$ cat src/rtl/pipe_hazard_ctrl_pkg.sv
// pipe_pkg: shared types for the pipeline hazard controller.
//   NREGS_DEF  - default architectural register count
//   reg_idx_t  - register index at the default register count
//   hz_state_t - redirect FSM state encoding
package pipe_pkg;
  localparam int NREGS_DEF = 32;
  localparam int RW_DEF    = $clog2(NREGS_DEF);

  typedef logic [RW_DEF-1:0] reg_idx_t;

  typedef enum logic {
    IDLE  = 1'b0,
    FLUSH = 1'b1
  } hz_state_t;
endpackage

$ cat src/rtl/pipe_hazard_ctrl_if.sv
// pipe_hazard_ctrl_if: ID-stage request and hazard-control response bundle.
//   master : pipeline side, drives the ID instruction fields and ex_redirect,
//            receives stall_id / bubble_ex / flush_ifid / busy_mask
//   slave  : hazard controller side (opposite directions)
interface pipe_hazard_ctrl_if #(
  parameter int NREGS = pipe_pkg::NREGS_DEF
);
  localparam int RW = $clog2(NREGS);

  logic          id_valid;
  logic [RW-1:0] id_rs1;
  logic [RW-1:0] id_rs2;
  logic          id_rs1_used;
  logic          id_rs2_used;
  logic [RW-1:0] id_rd;
  logic          id_rd_we;
  logic          id_is_load;
  logic          ex_redirect;
  logic          stall_id;
  logic          bubble_ex;
  logic          flush_ifid;
  logic [NREGS-1:0] busy_mask;

  modport master (
    output id_valid, id_rs1, id_rs2, id_rs1_used, id_rs2_used,
           id_rd, id_rd_we, id_is_load, ex_redirect,
    input  stall_id, bubble_ex, flush_ifid, busy_mask
  );

  modport slave (
    input  id_valid, id_rs1, id_rs2, id_rs1_used, id_rs2_used,
           id_rd, id_rd_we, id_is_load, ex_redirect,
    output stall_id, bubble_ex, flush_ifid, busy_mask
  );
endinterface

$ cat src/rtl/pipe_hazard_ctrl_scoreboard.sv
// hazard_scoreboard: per-register pending-load counters and RAW hazard check.
//   clock, reset        - pipeline clock, async active-high reset
//   issue               - the ID instruction leaves ID this cycle
//   rd, rd_we, is_load  - destination of the issuing instruction
//   rs1/rs2, *_used     - sources of the instruction currently in ID
//   busy_mask           - bit r set while register r has a pending load
//   hazard              - a used, nonzero source is busy
module hazard_scoreboard
  import pipe_pkg::*;
#(
  parameter int NREGS    = NREGS_DEF,
  parameter int LOAD_LAT = 1,
  localparam int RW      = $clog2(NREGS),
  localparam int CW      = $clog2(LOAD_LAT + 1)
) (
  input  logic             clock,
  input  logic             reset,
  input  logic             issue,
  input  logic [RW-1:0]    rd,
  input  logic             rd_we,
  input  logic             is_load,
  input  logic [RW-1:0]    rs1,
  input  logic             rs1_used,
  input  logic [RW-1:0]    rs2,
  input  logic             rs2_used,
  output logic [NREGS-1:0] busy_mask,
  output logic             hazard
);

  for (genvar r = 0; r < NREGS; r++) begin : g_reg
    if (r == 0) begin : g_zero
      // x0 is hardwired; it never carries a pending load
      assign busy_mask[r] = 1'b0;
    end else begin : g_cnt
      logic [CW-1:0] cnt_q, cnt_d;
      logic          wr;

      assign wr = issue & rd_we & (rd == RW'(r));

      // A write beats the decrement; a non-load writer clears the count
      // because its forwarded result is younger than the pending load.
      always_comb begin
        cnt_d = cnt_q;
        if (cnt_q != '0) cnt_d = cnt_q - 1'b1;
        if (wr)          cnt_d = is_load ? CW'(LOAD_LAT) : '0;
      end

      always_ff @(posedge clock or posedge reset) begin
        if (reset) cnt_q <= '0;
        else       cnt_q <= cnt_d;
      end

      assign busy_mask[r] = (cnt_q != '0);
    end
  end

  assign hazard = (rs1_used & (rs1 != '0) & busy_mask[rs1]) |
                  (rs2_used & (rs2 != '0) & busy_mask[rs2]);

endmodule

$ cat src/rtl/pipe_hazard_ctrl.sv
// pipe_hazard_ctrl: load-use stall and branch-redirect flush control.
//   clock, reset  - pipeline clock, async active-high reset
//   hz (slave)    - ID instruction fields, ex_redirect in;
//                   stall_id, bubble_ex, flush_ifid, busy_mask out
//   perf_stall_cnt, perf_flush_cnt (32b) - only when HAZARD_PERF_EN is defined
// Parameters: NREGS (register count), LOAD_LAT (1..7 load-use gap),
//             BR_PEN (1..7 IF/ID slots flushed per redirect).
module pipe_hazard_ctrl
  import pipe_pkg::*;
#(
  parameter int NREGS    = NREGS_DEF,
  parameter int LOAD_LAT = 1,
  parameter int BR_PEN   = 2
) (
  input  logic clock,
  input  logic reset,
  pipe_hazard_ctrl_if.slave hz
`ifdef HAZARD_PERF_EN
  ,
  output logic [31:0] perf_stall_cnt,
  output logic [31:0] perf_flush_cnt
`endif
);

  localparam int FW = (BR_PEN > 1) ? $clog2(BR_PEN) : 1;

  hz_state_t     state_q, state_d;
  logic [FW-1:0] fcnt_q, fcnt_d;
  logic          hazard, issue;
  logic          flush, stall;

  hazard_scoreboard #(
    .NREGS   (NREGS),
    .LOAD_LAT(LOAD_LAT)
  ) u_sb (
    .clock    (clock),
    .reset    (reset),
    .issue    (issue),
    .rd       (hz.id_rd),
    .rd_we    (hz.id_rd_we),
    .is_load  (hz.id_is_load),
    .rs1      (hz.id_rs1),
    .rs1_used (hz.id_rs1_used),
    .rs2      (hz.id_rs2),
    .rs2_used (hz.id_rs2_used),
    .busy_mask(hz.busy_mask),
    .hazard   (hazard)
  );

  // Redirect FSM: state register
  always_ff @(posedge clock or posedge reset) begin
    if (reset) begin
      state_q <= IDLE;
      fcnt_q  <= '0;
    end else begin
      state_q <= state_d;
      fcnt_q  <= fcnt_d;
    end
  end

  // Redirect FSM: next state. The redirect cycle itself is the first flushed
  // slot, so FLUSH covers the remaining BR_PEN-1 slots and leaves on the
  // cycle whose decrement brings fcnt to zero.
  always_comb begin
    state_d = state_q;
    fcnt_d  = fcnt_q;
    unique case (state_q)
      IDLE: begin
        if (hz.ex_redirect && BR_PEN > 1) begin
          state_d = FLUSH;
          fcnt_d  = FW'(BR_PEN - 1);
        end
      end
      FLUSH: begin
        if (hz.ex_redirect) begin
          fcnt_d = FW'(BR_PEN - 1);
        end else begin
          if (fcnt_q != '0) fcnt_d = fcnt_q - 1'b1;
          if (fcnt_q <= FW'(1)) state_d = IDLE;
        end
      end
      default: begin
        state_d = IDLE;
        fcnt_d  = '0;
      end
    endcase
  end

  // Outputs. A redirect held across reset must not leak a flush.
  always_comb begin
    flush = ~reset & (hz.ex_redirect | (state_q == FLUSH));
    stall = hz.id_valid & hazard & ~flush;
    issue = hz.id_valid & ~stall & ~flush;
  end

  assign hz.flush_ifid = flush;
  assign hz.stall_id   = stall;
  assign hz.bubble_ex  = stall | flush;

`ifdef HAZARD_PERF_EN
  logic [31:0] perf_stall_q, perf_stall_d;
  logic [31:0] perf_flush_q, perf_flush_d;

  always_comb begin
    perf_stall_d = perf_stall_q + {31'd0, stall};
    perf_flush_d = perf_flush_q + {31'd0, hz.ex_redirect};
  end

  always_ff @(posedge clock or posedge reset) begin
    if (reset) begin
      perf_stall_q <= '0;
      perf_flush_q <= '0;
    end else begin
      perf_stall_q <= perf_stall_d;
      perf_flush_q <= perf_flush_d;
    end
  end

  assign perf_stall_cnt = perf_stall_q;
  assign perf_flush_cnt = perf_flush_q;
`endif

endmodule

$ cat src/flat_wrapper.sv
// flat-port wrapper written by rule: the top's interface ports become plain ports
module pipe_hazard_ctrl_flat import pipe_pkg::*;
#(
  parameter int NREGS    = NREGS_DEF,
  parameter int LOAD_LAT = 1,
  parameter int BR_PEN   = 2
)
  (clock, reset, hz_id_valid, hz_id_rs1, hz_id_rs2, hz_id_rs1_used, hz_id_rs2_used, hz_id_rd, hz_id_rd_we, hz_id_is_load, hz_ex_redirect, hz_stall_id, hz_bubble_ex, hz_flush_ifid, hz_busy_mask);
  pipe_hazard_ctrl_if #(.NREGS(NREGS)) hz_i ();
  input  logic clock;
  input  logic reset;
  input wire logic [$bits(hz_i.id_valid)-1:0] hz_id_valid;
  input wire logic [$bits(hz_i.id_rs1)-1:0] hz_id_rs1;
  input wire logic [$bits(hz_i.id_rs2)-1:0] hz_id_rs2;
  input wire logic [$bits(hz_i.id_rs1_used)-1:0] hz_id_rs1_used;
  input wire logic [$bits(hz_i.id_rs2_used)-1:0] hz_id_rs2_used;
  input wire logic [$bits(hz_i.id_rd)-1:0] hz_id_rd;
  input wire logic [$bits(hz_i.id_rd_we)-1:0] hz_id_rd_we;
  input wire logic [$bits(hz_i.id_is_load)-1:0] hz_id_is_load;
  input wire logic [$bits(hz_i.ex_redirect)-1:0] hz_ex_redirect;
  output wire logic [$bits(hz_i.stall_id)-1:0] hz_stall_id;
  output wire logic [$bits(hz_i.bubble_ex)-1:0] hz_bubble_ex;
  output wire logic [$bits(hz_i.flush_ifid)-1:0] hz_flush_ifid;
  output wire logic [$bits(hz_i.busy_mask)-1:0] hz_busy_mask;
  assign hz_i.id_valid = hz_id_valid;
  assign hz_i.id_rs1 = hz_id_rs1;
  assign hz_i.id_rs2 = hz_id_rs2;
  assign hz_i.id_rs1_used = hz_id_rs1_used;
  assign hz_i.id_rs2_used = hz_id_rs2_used;
  assign hz_i.id_rd = hz_id_rd;
  assign hz_i.id_rd_we = hz_id_rd_we;
  assign hz_i.id_is_load = hz_id_is_load;
  assign hz_i.ex_redirect = hz_ex_redirect;
  assign hz_stall_id = hz_i.stall_id;
  assign hz_bubble_ex = hz_i.bubble_ex;
  assign hz_flush_ifid = hz_i.flush_ifid;
  assign hz_busy_mask = hz_i.busy_mask;
  pipe_hazard_ctrl #(.NREGS(NREGS), .LOAD_LAT(LOAD_LAT), .BR_PEN(BR_PEN)) u_core (.clock(clock), .reset(reset), .hz(hz_i));
endmodule
$ cat config.mk
export PLATFORM = sky130hd
export DESIGN_NAME = pipe_hazard_ctrl_flat
export DESIGN_NICKNAME = d
export VERILOG_FILES = /design/src/rtl/pipe_hazard_ctrl_pkg.sv /design/src/rtl/pipe_hazard_ctrl_if.sv /design/src/rtl/pipe_hazard_ctrl_scoreboard.sv /design/src/rtl/pipe_hazard_ctrl.sv /design/src/flat_wrapper.sv
export SDC_FILE = /design/constraint.sdc
export NUM_CORES = 1
export LEC_CHECK = 0
export ABC_AREA = 1
export ABC_CLOCK_PERIOD_IN_PS = 2900
export CAP_MARGIN = 15
export CORE_ASPECT_RATIO = 1.2
export CORE_MARGIN = 2
export CORE_UTILIZATION = 54
export CTS_BUF_LIST = sky130_fd_sc_hd__clkbuf_4
export DETAILED_ROUTE_END_ITERATION = 10
export PLACE_DENSITY_LB_ADDON = 0.12
export SLEW_MARGIN = 20
export SYNTH_ARGS = -nofsm -noshare
export SYNTH_HDL_FRONTEND = slang
export SYNTH_HIERARCHICAL = 1
export SYNTH_SLANG_ARGS = --single-unit
$ cat constraint.sdc
create_clock -name clock -period 2.9 [get_ports clock]
set_input_delay 0.58 -clock clock [delete_from_list [all_inputs] [get_ports clock]]
set_output_delay 0.58 -clock clock [all_outputs]
set_load 0.02 [all_outputs]
* Word level (Yosys, flattened, before mapping)
Index checks and enable logic that the tools add are counted.
Word-level totals: flip-flop bits (word level) 33, input port bits 23, word-level logic and storage cells 225
Cells by class: add/sub/neg operators 32, magnitude comparators 3, eq/ne operators 32, mux-type cells 75, bitwise logic cells 48, reductions and logical operators 2
Operators with widths (number):
- == test 5 bit, second input constant | 16
- 2-to-1 mux 1 bit | 71
- bitwise AND 1 bit | 41
- == test 5 x 4 -> 1 bit, second input constant | 8
- subtractor 1 bit, second input constant | 32
- == test 5 x 3 -> 1 bit, second input constant | 4
- less-than comparator 5 x 6 -> 1 bit, second input constant | 2
- binary-select mux 1 bit (select 5 bit) | 2
- == test 5 x 2 -> 1 bit, second input constant | 2
- nonzero test 5 bit | 2
- == test 5 x 1 -> 1 bit, second input constant | 1
- inverter 1 bit | 4
- one-hot mux 1 bit (2 select lines) | 2
- OR 1 bit | 3
- inequality test 2 bit, second input constant | 1
- less-or-equal comparator 1 bit, second input constant | 1

* Logic depth before layout (Yosys ltp)
Gate-level depths: netlist of run 1.
depth after elaboration 12, depth in mapped cells 19, mapped depth without buffers 18

* Cells and area by module
Netlist of run 1, hierarchy kept.
Modules (own cells, without submodules):
- hazard_scoreboard | times used 1, cells an instance 312, area an instance 2053.2 um2, sequential area each 775.7 um2
- pipe_hazard_ctrl | times used 1, cells an instance 9, area an instance 60.1 um2, sequential area each 25.0 um2

* Worst setup path before layout of run 1
No wires, ideal clock.
kind input -> register, start input hz_id_rs1[1], end register u_core.u_sb.g_reg[10].g_cnt.cnt_q, library setup time 74 ps, data arrival time 2309 ps, required time 2826 ps, setup slack 517 ps, stages 18, buffers on the path 2, path through buf_4 -> clkinv_1 -> nand3_1 -> nand2_1 -> nand2_1 -> nand2_1 -> nor2_1 -> nand2_1 -> nand3_1 -> nand2_1 -> nand2_1 -> nand2_1 -> nor2_1 -> nand2_1 -> nor3_1 -> inv_1 -> clkbuf_1 -> nor2_1
On the way: cells in the longest elaborated chain, start to end 12, elaborated cells between the ends (all ways) 14, classes of those cells 3 x mux; 10 x bitwise; 1 x reduce/logical
Ends and longest elaborated chain:
- from (decl) | RTL line flat_wrapper.sv:13 | input wire logic [$bits(hz_i.id_rs1)-1:0] hz_id_rs1;
- binary-select mux 1 bit (select 5 bit) or nonzero test 5 bit (tied branches) | RTL line pipe_hazard_ctrl_scoreboard.sv:57 | assign hazard = (rs1_used & (rs1 != '0) & busy_mask[rs1]) |
- 2-to-1 mux 1 bit (not written as such) or bitwise AND 1 bit (tied branches) | RTL line pipe_hazard_ctrl_scoreboard.sv:57
- bitwise AND 1 bit (*) | RTL line pipe_hazard_ctrl_scoreboard.sv:57
- OR 1 bit (*) | RTL line pipe_hazard_ctrl_scoreboard.sv:57
- net u_core.hazard | RTL line pipe_hazard_ctrl.sv:29 | logic hazard, issue;
- bitwise AND 1 bit (*) (2 in series) | RTL line pipe_hazard_ctrl.sv:92 | stall = hz.id_valid & hazard & ~flush;
- inverter 1 bit (*) | RTL line pipe_hazard_ctrl.sv:93 | issue = hz.id_valid & ~stall & ~flush;
- bitwise AND 1 bit (*) (2 in series) | RTL line pipe_hazard_ctrl.sv:93
- net u_core.issue | RTL line pipe_hazard_ctrl.sv:29
- bitwise AND 1 bit (*) (2 in series) | RTL line pipe_hazard_ctrl_scoreboard.sv:38 | assign wr = issue & rd_we & (rd == RW'(r));
- 2-to-1 mux 1 bit (*) | RTL line pipe_hazard_ctrl_scoreboard.sv:45 | if (wr) cnt_d = is_load ? CW'(LOAD_LAT) : '0;
- net u_core.u_sb.g_reg[10].g_cnt.cnt_d | RTL line pipe_hazard_ctrl_scoreboard.sv:35 | logic [CW-1:0] cnt_q, cnt_d;
- to (signal assigned) | RTL line pipe_hazard_ctrl_scoreboard.sv:50 | else cnt_q <= cnt_d;
- to (decl) | RTL line pipe_hazard_ctrl_scoreboard.sv:35
Mark *: on every way through the listed nets, which the timed path passes. The rest lies on a longest branch. The select of a mux whose other input is x is not followed. A chain may end at the register's enable or synchronous reset.

* Worst setup path in the final report of run 1
start input hz_id_rs2[1], end output hz_stall_id
On the way: cells in the longest elaborated chain, start to end 6, elaborated cells between the ends (all ways) 8, classes of those cells 2 x mux; 5 x bitwise; 1 x reduce/logical
Ends and longest elaborated chain:
- from (decl) | RTL line flat_wrapper.sv:14 | input wire logic [$bits(hz_i.id_rs2)-1:0] hz_id_rs2;
- binary-select mux 1 bit (select 5 bit) or nonzero test 5 bit (tied branches) | RTL line pipe_hazard_ctrl_scoreboard.sv:58 | (rs2_used & (rs2 != '0) & busy_mask[rs2]);
- 2-to-1 mux 1 bit (not written as such) or bitwise AND 1 bit (tied branches) | RTL line pipe_hazard_ctrl_scoreboard.sv:58
- bitwise AND 1 bit (*) | RTL line pipe_hazard_ctrl_scoreboard.sv:58
- OR 1 bit (*) | RTL line pipe_hazard_ctrl_scoreboard.sv:57
- net u_core.hazard | RTL line pipe_hazard_ctrl.sv:29
- bitwise AND 1 bit (*) (2 in series) | RTL line pipe_hazard_ctrl.sv:92
- to (decl) | RTL line flat_wrapper.sv:21 | output wire logic [$bits(hz_i.stall_id)-1:0] hz_stall_id;
Marks and branches as above.

==> results of run 1 <==
==> path summary, 6_finish.rpt <==
| path | to | depth (start not counted) | slack [ps] |
|---|---|---|---|
| max in group asynchronous | u_core/u_sb/g_reg[14].g_cnt.cnt_q | 3 | 1990 |
| min | u_core/state_q | 2 | 400 |
| max | hz_stall_id | 12 | 150 |
| min in group clock | u_core/state_q | 1 | 720 |
| min reg2reg | u_core/u_sb/g_reg[28].g_cnt.cnt_q | 8 | 960 |
| max reg2reg | u_core/u_sb/g_reg[7].g_cnt.cnt_q | 19 | 670 |
==> metal layers <==
| layer | up-vias | track usage | wire length [um] |
|---|---|---|---|
| met4 | 0 | 0.09179 | 119 |
| li1 | 1023 | - | - |
| met3 | 10 | 0.04278 | 312 |
| met1 | 922 | 0.3721 | 2414 |
| met2 | 79 | 0.4161 | 2595 |
| met5 | - | 0 | 0 |
==> area by class of cell <==
cell class                      instances  area, um2
Multi-Input combinational cell        205      854.6
Inverter                               44      172.7
Timing Repair Buffer                   74      719.4
Clock inverter                          3      23.77
Fill cell                             333       1020
Sequential cell                        32      800.8
Clock buffer                            5      37.54
Tap cell                               52      65.06
==> Yosys cell counts, types with 2 or more instances <==
cell and n:
buf_6 2, a21oi_1 8, nor3_1 3, inv_2 2, nand3_1 30, buf_4 35
nor2_1 46, nand4_1 2, dfrtp_1 32, clkbuf_1 2, inv_1 41, nand2_1 107
o21ai_0 4
==> where the power goes <==
group	internal (W)	leakage, nW	total (W)	switching (W)
sequential	0.000448	0.445	0.000449	0.00000106
clock	0.0000953	0.0274	0.000267	0.000171
combinational	0.0000742	0.867	0.000171	0.0000968
total	0.000617	1.34	0.000886	0.000269
==> cells by family after synthesis <==
family / count (synthesis) / share of synthesized area
AOI/OAI and AO/OA: 14 / 0.03612
DFF: 32 / 0.3789
and+or+nand+nor: 190 / 0.3641
buffers and inverters: 84 / 0.2191
other: 1 / 0.001774
==> state kept, by name, summed over array words and instances, names as in the netlist <==
register                   count
u_core/u_sb/g.g_cnt.cnt_q     31
u_core/state_q                 1
==> through the flow <==
stage / util / cells / hold slack (ps) / TNS, ps / cell area (um2)
final: 0.7239 / 415 / 404.9 / 0 / 2674
after floorplan: - / 321 / 324.2 / 0 / 2113
after global routing: 0.7239 / 415 / 432.3 / 0 / 2674
after detailed placement: 0.7043 / 407 / 770.4 / -3989 / 2601
after global placement: 0.7043 / 407 / 767.5 / -2524 / 2601
after CTS: 0.7243 / 415 / 401.1 / -28.18 / 2675
==> timing repair <==
| item | 4_1_cts | 5_1_grt |
|---|---|---|
| buffers inserted | 0 | 0 |
| gates cloned | 0 | 0 |
| pin swaps | 0 | 1 |
| endpoints found under the setup margin | 2 | 29 |
| endpoints found under the hold margin | 0 | 0 |
| resized for setup | 9 | 7 |
==> worst reg2reg max path, stage by stage, from the launching register on <==
cell and delay [ps]:
dfrtp_1 390, inv_1 70, nand2_1 50, nand3_1 110, nand2_1 70, nand2_1 50, nand2_1 40, nor2_1 100
nand2_1 60, nand3_1 60, nand2_1 80, nand2_1 80, nand2_1 70, buf_4 130, nor2_1 80, nand2_1 70
nor3_1 220, inv_1 90, buf_4 180, nor2_1 140
==> run metrics, run 1 <==
height of the die 72.53 um; post-DR vias/cell 4.901; post-synthesis net count 344; final-report max-slew violation count 0; Top Family by Delay on Critical Path buffers and inverters; Crit path largest cell delay 440 ps; fraction of layout instances using a drive strength above 1 0.09366; Crit path arrival time 2170 ps; count of antenna-violating nets left after detailed routing 0; layout net count 385; grt total ovfl 0; Post-Route Skew 4.300 ps; Post-synth EDFFs 0; Critical Path Slowest Stage Cell clkdlybuf4s50_1; Cell variety after synth 20; top area cells in the synthesized netlist dfrtp_1, nand2_1, buf_4; worst setup slack before clock tree synthesis -368.2 ps; Clk Latency, worst-skew pair 340 ps; violation count after the first detailed-routing iteration 126; most common cell after layout, fill and taps aside nand2_1; most frequently used flop master after synthesis dfrtp_1; Pwr per Cell Area 331.5 nW/um2; number of clock sinks 32; Required @ worst endpoint 2320 ps; die area 4432 um2; post-detail-place hpwl 4219 um; Peak supply drop 0.0002996 V; die extent in x 61.11 um; largest fanout on the critical path 11; Gate Count Post-Synth 321; 1st-pass router iterations 4; number of buffers inserted by port buffering 56; growth of design area from synthesis to finish 26.52%; final critical-path share of the clock period 0.9488; run status complete, no violations; number of H-tree levels 2; area of the mapped netlist 2113 um2; number of buffers added to fix hold violations after cts 0; commonest cells after routing, fill and taps aside nand2_1, clkdlybuf4s50_1, nor2_1, inv_1, dfrtp_1; Worst Setup End Kind output port; Worst Setup Start Kind input pin; library cell with the largest summed area after synthesis dfrtp_1; clock period minus final worst setup slack 2751 ps; yosys synthesis warning count 6; area share of the largest cell type after synthesis 0.3789; Clock Root Buffer clkbuf_4; P_leak 1.339 nW; setup repair after global routing missed its margin no; vias in the first global route 1905; number of buffers created by CTS 5; pin count of the biggest net entering global routing 32; sum of routed wire length over all layers 5441 um; mean post-synth cell area 6.583 um2; clock tree from TritonCTS done; Synth Register Bits 32; Worst Slack Setup Final 148.5 ps; Std-Cell Rows 24; count of endpoints failing hold in the final timing report 0; launching point of the worst reg2reg path u_core/u_sb/g_reg[23].g_cnt.cnt_q; Top Ports 58; Final Total Pwr 0.0008862 W; DRC violations left 0; worst min-delay path class in2async; wire length of the first global-routing pass 8680 um; share of async-settable or async-resettable flops after synthesis 1.000; sequential share of the synthesized area 0.3789; WS Path Type in2out; GRT Util Overall 0.2664; routed wire length per instance 13.11 um; # setup viols final 0; Placer Congestion 0.9504; clock-pin transition on the worst setup and hold timing paths 110 ps; cell chain of the critical path clkdlybuf4s50_1 -> buf_12 -> nor2_4 -> a21oi_1 -> nand3_1 -> nand3_1 -> nand2_1 -> nand3_1 -> nand2_1 -> nand2_1 -> nor2_1 -> buf_2; # diodes 0; count of vias placed by the detailed router 2034; initial antenna violation count 0; number of max-cap violations 0; timing-limited maximum frequency 363.4 MHz; Core ar. 3694 um2; CP Buf/Inv Count 3; Max clock buf depth 2; effective utilization at floorplan 0.5722; worst setup path startpoint hz_id_rs2[1]
Note: power is estimated with default switching activity, not from simulation.
==> run 2, diff against run 1 <==
--- a/config.mk
+++ b/config.mk
@@ -13,7 +13,7 @@
 export CORE_UTILIZATION = 54
 export CTS_BUF_LIST = sky130_fd_sc_hd__clkbuf_4
 export DETAILED_ROUTE_END_ITERATION = 10
-export PLACE_DENSITY_LB_ADDON = 0.12
+export PLACE_DENSITY = 0.89
 export SLEW_MARGIN = 20
 export SYNTH_ARGS = -nofsm -noshare
 export SYNTH_HDL_FRONTEND = slang
==> run metrics, run 2 (synthesis results as in run 1) <==
post-detail-place hpwl 4137 um; die area 4432 um2; Clk Latency, worst-skew pair 320 ps; Top Ports 58; Core ar. 3694 um2; launching point of the worst reg2reg path u_core/u_sb/g_reg[2].g_cnt.cnt_q; height of the die 72.53 um; # setup viols final 0; placed cell area 2566 um2; GRT Util Overall 0.2506; Clock Root Buffer clkbuf_4; worst min-delay path class in2async; Std-Cell Rows 24; count of endpoints failing hold in the final timing report 0; violation count after the first detailed-routing iteration 199; pin count of the biggest net entering global routing 32; Max clock buf depth 2; count of vias placed by the detailed router 2055; growth of design area from synthesis to finish 25.04%; 1st-pass router iterations 5; registers with the highest flip-flop counts u_core/u_sb/g.g_cnt.cnt_q x31, u_core/state_q x1; fraction of layout instances using a drive strength above 1 0.09444; worst setup path startpoint hz_id_rs2[1]; max reg flops 31; effective utilization at floorplan 0.5722; total negative setup slack 0 ps; Crit path arrival time 2200 ps; largest register by flop count u_core/u_sb/g.g_cnt.cnt_q; Pwr per Cell Area 315.2 nW/um2; DRC violations left 0; number of buffers added to fix hold violations after cts 0; clock tree from TritonCTS done; clock period minus final worst setup slack 2777 ps; number of clock sinks 32; end-of-flow core utilization 0.7154; sum of routed wire length over all layers 5149 um; Final Total Pwr 0.0008329 W; Required @ worst endpoint 2320 ps; layout net count 383; Worst Setup End Kind output port; initial antenna violation count 0; WS Path Type in2out; P_leak 1.328 nW; Placer Congestion 0.8939; number of buffers created by CTS 5; routed wire length per instance 12.50 um; most common cell after layout, fill and taps aside nand2_1; die extent in x 61.11 um; largest fanout on the critical path 9; # diodes 0; total non-filler cell area in the finished layout 2643 um2; Post-Route Skew 7.621 ps; commonest cells after routing, fill and taps aside nand2_1, clkdlybuf4s50_1, nor2_1, inv_1, dfrtp_1; worst-case register-to-register setup slack 680 ps; setup repair after global routing missed its margin yes; count of antenna-violating nets left after detailed routing 0; final-report max-slew violation count 0; grt total ovfl 0; wire length of the first global-routing pass 8355 um; final critical-path share of the clock period 0.9576; vias in the first global route 1892; Crit Reg-Reg Endpoint u_core/u_sb/g_reg[16].g_cnt.cnt_q; Worst Setup Start Kind input pin; run status complete, no violations; number of buffers inserted by port buffering 56; Peak supply drop 0.0002368 V; number of max-cap violations 0; clock-pin transition on the worst setup and hold timing paths 90 ps; cell depth of the worst flop-to-flop path 18; post-DR vias/cell 4.988; timing-limited maximum frequency 360.1 MHz; number of H-tree levels 2
==> run 2: power breakdown <==
group          leakage [nW]  internal [W]  switching [W]  total [W]
clock network        0.0261     0.0000843       0.000133   0.000217
logic                 0.857     0.0000739      0.0000931   0.000167
registers             0.445      0.000447     0.00000114   0.000448
==> run 2: repair_timing <==
item | in CTS | in global routing
setup buffers | 0 | 1
setup endpoints to repair | 2 | 26
resized for setup | 6 | 15
pin swaps | 0 | 0
==> run 2: layout make-up <==
type                    instances  area [um2]
multi-input cells             205       864.6
well taps                      52       65.06
fillers                       292        1051
repair buffers                 72       695.7
clock inverters                 2       7.507
flip-flops and latches         32       800.8
inverters                      44       171.4
clock buffers                   5       37.54
==> run 2: how the worst max path moves through the flow <==
stage	to	slack [ps]	cells after the start
CTS	hz_bubble_ex	1	13
floorplan	u_core/u_sb/g_reg[10].g_cnt.cnt_q	520	18
detailed placement	hz_bubble_ex	-300	14
global placement	hz_stall_id	-300	13
global route	hz_bubble_ex	-30	14
finish	hz_stall_id	120	12
==> run 2: worst max-delay path, stage by stage <==
cell             delay (ps)
clkdlybuf4s50_1         450
buf_4                   180
buf_4                   140
nand3_1                  90
nand3_1                  90
nand3_1                  80
nand2_1                  70
nand3_1                  70
nand2_1                  90
nand2_1                  70
nor2_1                  110
buf_2                   170
==> run 2: through the flow <==
stage / std cells / hold WS (ps) / setup slack (ps)
after global routing: 412 / 445.3 / -26.59
after floorplan: 321 / 324.2 / 517.3
after global placement: 404 / 768.0 / -295.6
after CTS: 411 / 424.1 / 1.365
final: 412 / 421.4 / 123.1
after detailed placement: 404 / 768.3 / -296.6
==> run 2: metal layers <==
metal  track usage  wire length (um)  vias to the layer above  part of all wire
li1              -                 -                     1012                 -
met1        0.3225              2051                      922              0.40
met2        0.4184              2625                      111              0.51
met3       0.02852               383                       10             0.074
met4        0.1063                89                        0             0.017
met5             0                 0                        -                 0
==> run 3, diff against run 2 <==
--- a/config.mk
+++ b/config.mk
@@ -13,7 +13,7 @@
 export CORE_UTILIZATION = 54
 export CTS_BUF_LIST = sky130_fd_sc_hd__clkbuf_4
 export DETAILED_ROUTE_END_ITERATION = 10
-export PLACE_DENSITY = 0.89
+export PLACE_DENSITY = 0.88
 export SLEW_MARGIN = 20
 export SYNTH_ARGS = -nofsm -noshare
 export SYNTH_HDL_FRONTEND = slang
==> constraint.sdc (replaced) <==
create_clock -name clock -period 2.9 [get_ports clock]
set_input_delay 0.58 -clock clock [delete_from_list [all_inputs] [get_ports clock]]
set_output_delay 0.58 -clock clock [all_outputs]
set_load 0.005 [all_outputs]
==> run metrics, run 3 (synthesis results as in run 1) <==
filler instances 302; Clock Root Buffer clkbuf_4; cell with the most instances on the worst path nand2_1; DRC violations left 0; # setup viols final 0; path length in cells of the critical path 13; total non-filler cell area in the finished layout 2626 um2; count of antenna-violating nets left after detailed routing 0; post-detail-place hpwl 4199 um; end-of-flow core utilization 0.7110; Peak supply drop 0.0003356 V; P_leak 1.325 nW; clock-pin transition on the worst setup and hold timing paths 90 ps; sum of routed wire length over all layers 5333 um; violation count after the first detailed-routing iteration 251; placed cell area 2554 um2; GRT Util Overall 0.2581; commonest cells after routing, fill and taps aside nand2_1, clkdlybuf4s50_1, nor2_1, inv_1, dfrtp_1; setup repair after global routing missed its margin no; final-report max-slew violation count 0; WS Path Type in2out; run status complete, no violations; Clk Latency, worst-skew pair 320 ps; Required @ worst endpoint 2320 ps; count of endpoints failing hold in the final timing report 0; launching point of the worst reg2reg path u_core/u_sb/g_reg[20].g_cnt.cnt_q; number of buffers inserted by port buffering 56; height of the die 72.53 um; largest register by flop count u_core/u_sb/g.g_cnt.cnt_q; routed wire length per instance 12.94 um; count of vias placed by the detailed router 2118; max reg flops 31; Top Family by Delay on Critical Path buffers and inverters; pin count of the biggest net entering global routing 32; clock tree from TritonCTS done; growth of design area from synthesis to finish 24.27%; number of H-tree levels 2; cell chain of the critical path clkdlybuf4s50_1 -> inv_1 -> nand2_1 -> inv_1 -> nand2_1 -> nand2_1 -> nor2_1 -> nand2_1 -> nand3_1 -> nand2_1 -> nand2_1 -> nor2_1 -> dlygate4sd2_1; registers with the highest flip-flop counts u_core/u_sb/g.g_cnt.cnt_q x31, u_core/state_q x1; Worst Setup Start Kind input pin; Setup crit end hz_stall_id; Post-Route Skew 7.349 ps; timing-limited maximum frequency 372.0 MHz; Worst Setup End Kind output port; 1st-pass router iterations 5; clock period minus final worst setup slack 2688 ps; largest fanout on the critical path 3; number of clock sinks 32; Crit path largest cell delay 490 ps; Max clock buf depth 2; most common cell after layout, fill and taps aside nand2_1; Top Ports 58; CP Buf/Inv Count 4; # diodes 0; effective utilization at floorplan 0.5722; grt total ovfl 0; number of max-cap violations 0; layout net count 383; Critical Path Slowest Stage Cell clkdlybuf4s50_1; Crit path arrival time 2110 ps; initial antenna violation count 0; Pwr per Cell Area 314.3 nW/um2; final critical-path share of the clock period 0.9270; cell depth of the worst flop-to-flop path 18; Std-Cell Rows 24; worst-case register-to-register setup slack 650 ps; worst min-delay path class in2async; wire length of the first global-routing pass 8507 um; Core ar. 3694 um2; die extent in x 61.11 um; fraction of layout instances using a drive strength above 1 0.08611; vias in the first global route 2023; number of buffers added to fix hold violations after cts 0; die area 4432 um2; Placer Congestion 0.9455; worst setup path startpoint hz_id_rs2[3]; number of buffers created by CTS 5; Crit Reg-Reg Endpoint u_core/u_sb/g_reg[23].g_cnt.cnt_q; post-DR vias/cell 5.141
[run 3: worst min path at each step]
stage,slack [ps],cells after the start,end
after floorplan,320,1,u_core/state_q
after global placement,770,2,u_core/state_q
after detailed placement,770,2,u_core/state_q
after CTS,410,2,u_core/state_q
after global routing,420,2,u_core/state_q
final,420,2,u_core/state_q
[run 3: what timing repair did]
action / CTS / global route
setup endpoints to repair: 2 / 1
resized for setup: 20 / 3
pin swaps: 3 / 0
gates cloned: 1 / 0
buffers inserted: 0 / 0
[run 3: worst register-to-register path: stages, from the launching register on]
cell     delay (ps)
dfrtp_1         440
nand2_1         100
nand2_1          50
nand2_1          60
nand2_1          40
nand2_1          60
nand2_1          50
nor2_1          120
nand2_1          60
nand3_1          60
nand2_1          80
nand2_1          90
nand2_1          70
buf_4           130
nor2_1           70
nand2_1          70
nor3_1          200
inv_1           240
nor2_1          180
[run 3: report_power, final]
| part | internal (W) | switching (W) | total [W] |
|---|---|---|---|
| combinational | 0.0000706 | 0.0000895 | 0.000160 |
| clock | 0.0000843 | 0.000133 | 0.000217 |
| sequential | 0.000447 | 0.00000111 | 0.000448 |
| total | 0.000602 | 0.000223 | 0.000825 |
[run 3: per-stage QoR]
step	total power (W)	hold slack (ps)	TNS [ps]	setup WS [ps]	instances
after CTS	0.0008307	409.3	0	10.46	412
final	0.0008254	420.5	0	211.8	412
after global routing	0.0008679	423.6	0	127.8	412
after global placement	0.0006092	768.8	-836.6	-203.9	404
after floorplan	0.0005419	324.2	0	633.3	321
after detailed placement	0.0006130	769.0	-3593	-302.6	404
[run 3: final cells by class]
type	count	area, um2	share of cell area
well taps	52	65.06	0.02477
multi-input cells	205	859.6	0.3273
flip-flops and latches	32	800.8	0.3049
repair buffers	72	684.4	0.2606
clock inverters	2	7.507	0.002859
clock buffers	5	37.54	0.01429
inverters	44	171.4	0.06527
[run 3: per-layer routing]
| metal | up-vias | global-route usage | part of all wire |
|---|---|---|---|
| met3 | 17 | 0.04278 | 0.095 |
| li1 | 1015 | - | - |
| met1 | 949 | 0.3069 | 0.37 |
| met4 | 0 | 0.1184 | 0.023 |
| met5 | - | 0 | 0 |
| met2 | 137 | 0.4433 | 0.51 |
==> RTL change (config.mk and constraints of run 2) <==
`BR_PEN` is set to 2 in 2 places; all go to 1.
--- a/src/rtl/pipe_hazard_ctrl.sv
+++ b/src/rtl/pipe_hazard_ctrl.sv
@@ -10,7 +10,7 @@
 #(
   parameter int NREGS    = NREGS_DEF,
   parameter int LOAD_LAT = 1,
-  parameter int BR_PEN   = 2
+  parameter int BR_PEN   = 1
 ) (
   input  logic clock,
   input  logic reset,
--- a/src/flat_wrapper.sv
+++ b/src/flat_wrapper.sv
@@ -3,7 +3,7 @@
 #(
   parameter int NREGS    = NREGS_DEF,
   parameter int LOAD_LAT = 1,
-  parameter int BR_PEN   = 2
+  parameter int BR_PEN   = 1
 )
   (clock, reset, hz_id_valid, hz_id_rs1, hz_id_rs2, hz_id_rs1_used, hz_id_rs2_used, hz_id_rd, hz_id_rd_we, hz_id_is_load, hz_ex_redirect, hz_stall_id, hz_bubble_ex, hz_flush_ifid, hz_busy_mask);
   pipe_hazard_ctrl_if #(.NREGS(NREGS)) hz_i ();
Function: changed (a bounded check fails within 4 cycles, from zero or initial values and one cycle with reset high).
==> RTL change against run 2 <==
Sequential cell count is the same; synthesized area grew 0.36%; setup slack gained 0.0056 ns; clock power grew 6%; critical endpoint is now hz_bubble_ex; final area grew 0.38%; synthesized cell count grew 0.62%; routed wire length grew 2.1%; total power grew 1.7%; largest cell class unchanged; utilization grew 0.27 points.
==> RTL change: results (changes against run 2) <==
leak pwr - 0.00134 uW (was 0.00133 uW)
Max Clock Skew - 0.00633 ns (was 0.00762 ns)
top post-synthesis cells by count - sky130_fd_sc_hd__nand2_1 (108), sky130_fd_sc_hd__nor2_1 (46), sky130_fd_sc_hd__inv_1 (42) (was sky130_fd_sc_hd__nand2_1 (107), sky130_fd_sc_hd__nor2_1 (46), sky130_fd_sc_hd__inv_1 (41))
sequential group share of total power - 0.529 (was 0.538)
Sw Ratio - 0.281 (was 0.273)
wire length of the first global-routing pass - 8560 microns (was 8360 microns)
slack of the worst reg-to-reg path - 0.64 ns (was 0.68 ns)
crit path to - hz_bubble_ex (was hz_stall_id)
total cell area at the placement stage - 0.00259 sq mm (was 0.00257 sq mm)
Worst Hold Slack - 0.419 ns (was 0.421 ns)
detailed router's first-iteration violation count - 189 (was 199)
outcome - completed (unchanged)
vias in the first global route - 1,927 (was 1,892)
Area contributors post-synth - sky130_fd_sc_hd__dfrtp_1 (38%), sky130_fd_sc_hd__nand2_1 (19%), sky130_fd_sc_hd__buf_4 (12%) (unchanged)
post-synthesis net count - 346 (was 344)
fraction of layout cells with a size suffix above 1 - 0.0939 (was 0.0944)
sequential fraction of the synthesis area - 0.378 (was 0.379)
max incr delay on CP - 0.54 ns (was 0.45 ns)
start point of the critical path - hz_id_rs1[1] (was hz_id_rs2[1])
final weighted congestion in routability-driven placement - 0.858 (was 0.894)
routed wire length - 5260 microns (was 5150 microns)
Final Power - 847 uW (was 833 uW)
placed cell count - 406 (was 404)
gate count after technology mapping - 323 (was 321)
worst setup slack before clock tree synthesis - -0.338 ns (was -0.297 ns)
-- RTL change: changes by cell type after synthesis, sizes merged --
cell   change
nand2      +1
inv        +1
-- RTL change: final cells by class --
cell class | instances | area, sq um | share of cell area
Clock buffer | 5 | 37.5 | 0.0142
Clock inverter | 3 | 13.8 | 0.00519
Inverter | 45 | 174 | 0.0656
Multi-Input combinational cell | 206 | 868 | 0.327
Sequential cell | 32 | 801 | 0.302
Tap cell | 52 | 65.1 | 0.0245
Timing Repair Buffer | 71 | 693 | 0.261
-- RTL change: cell families after synthesis --
family,count (synthesis),synth area share
other cells,1,0.00177
buf+inv,85,0.220
compound gates,14,0.0360
simple gates,191,0.365
flops,32,0.378
-- RTL change: metal layers --
metal / up-vias / track usage / share of wire
li1: 1019 / - / -
met1: 948 / 0.321 / 0.38
met2: 102 / 0.443 / 0.52
met3: 15 / 0.0319 / 0.082
met4: 0 / 0.116 / 0.025
met5: - / 0 / 0
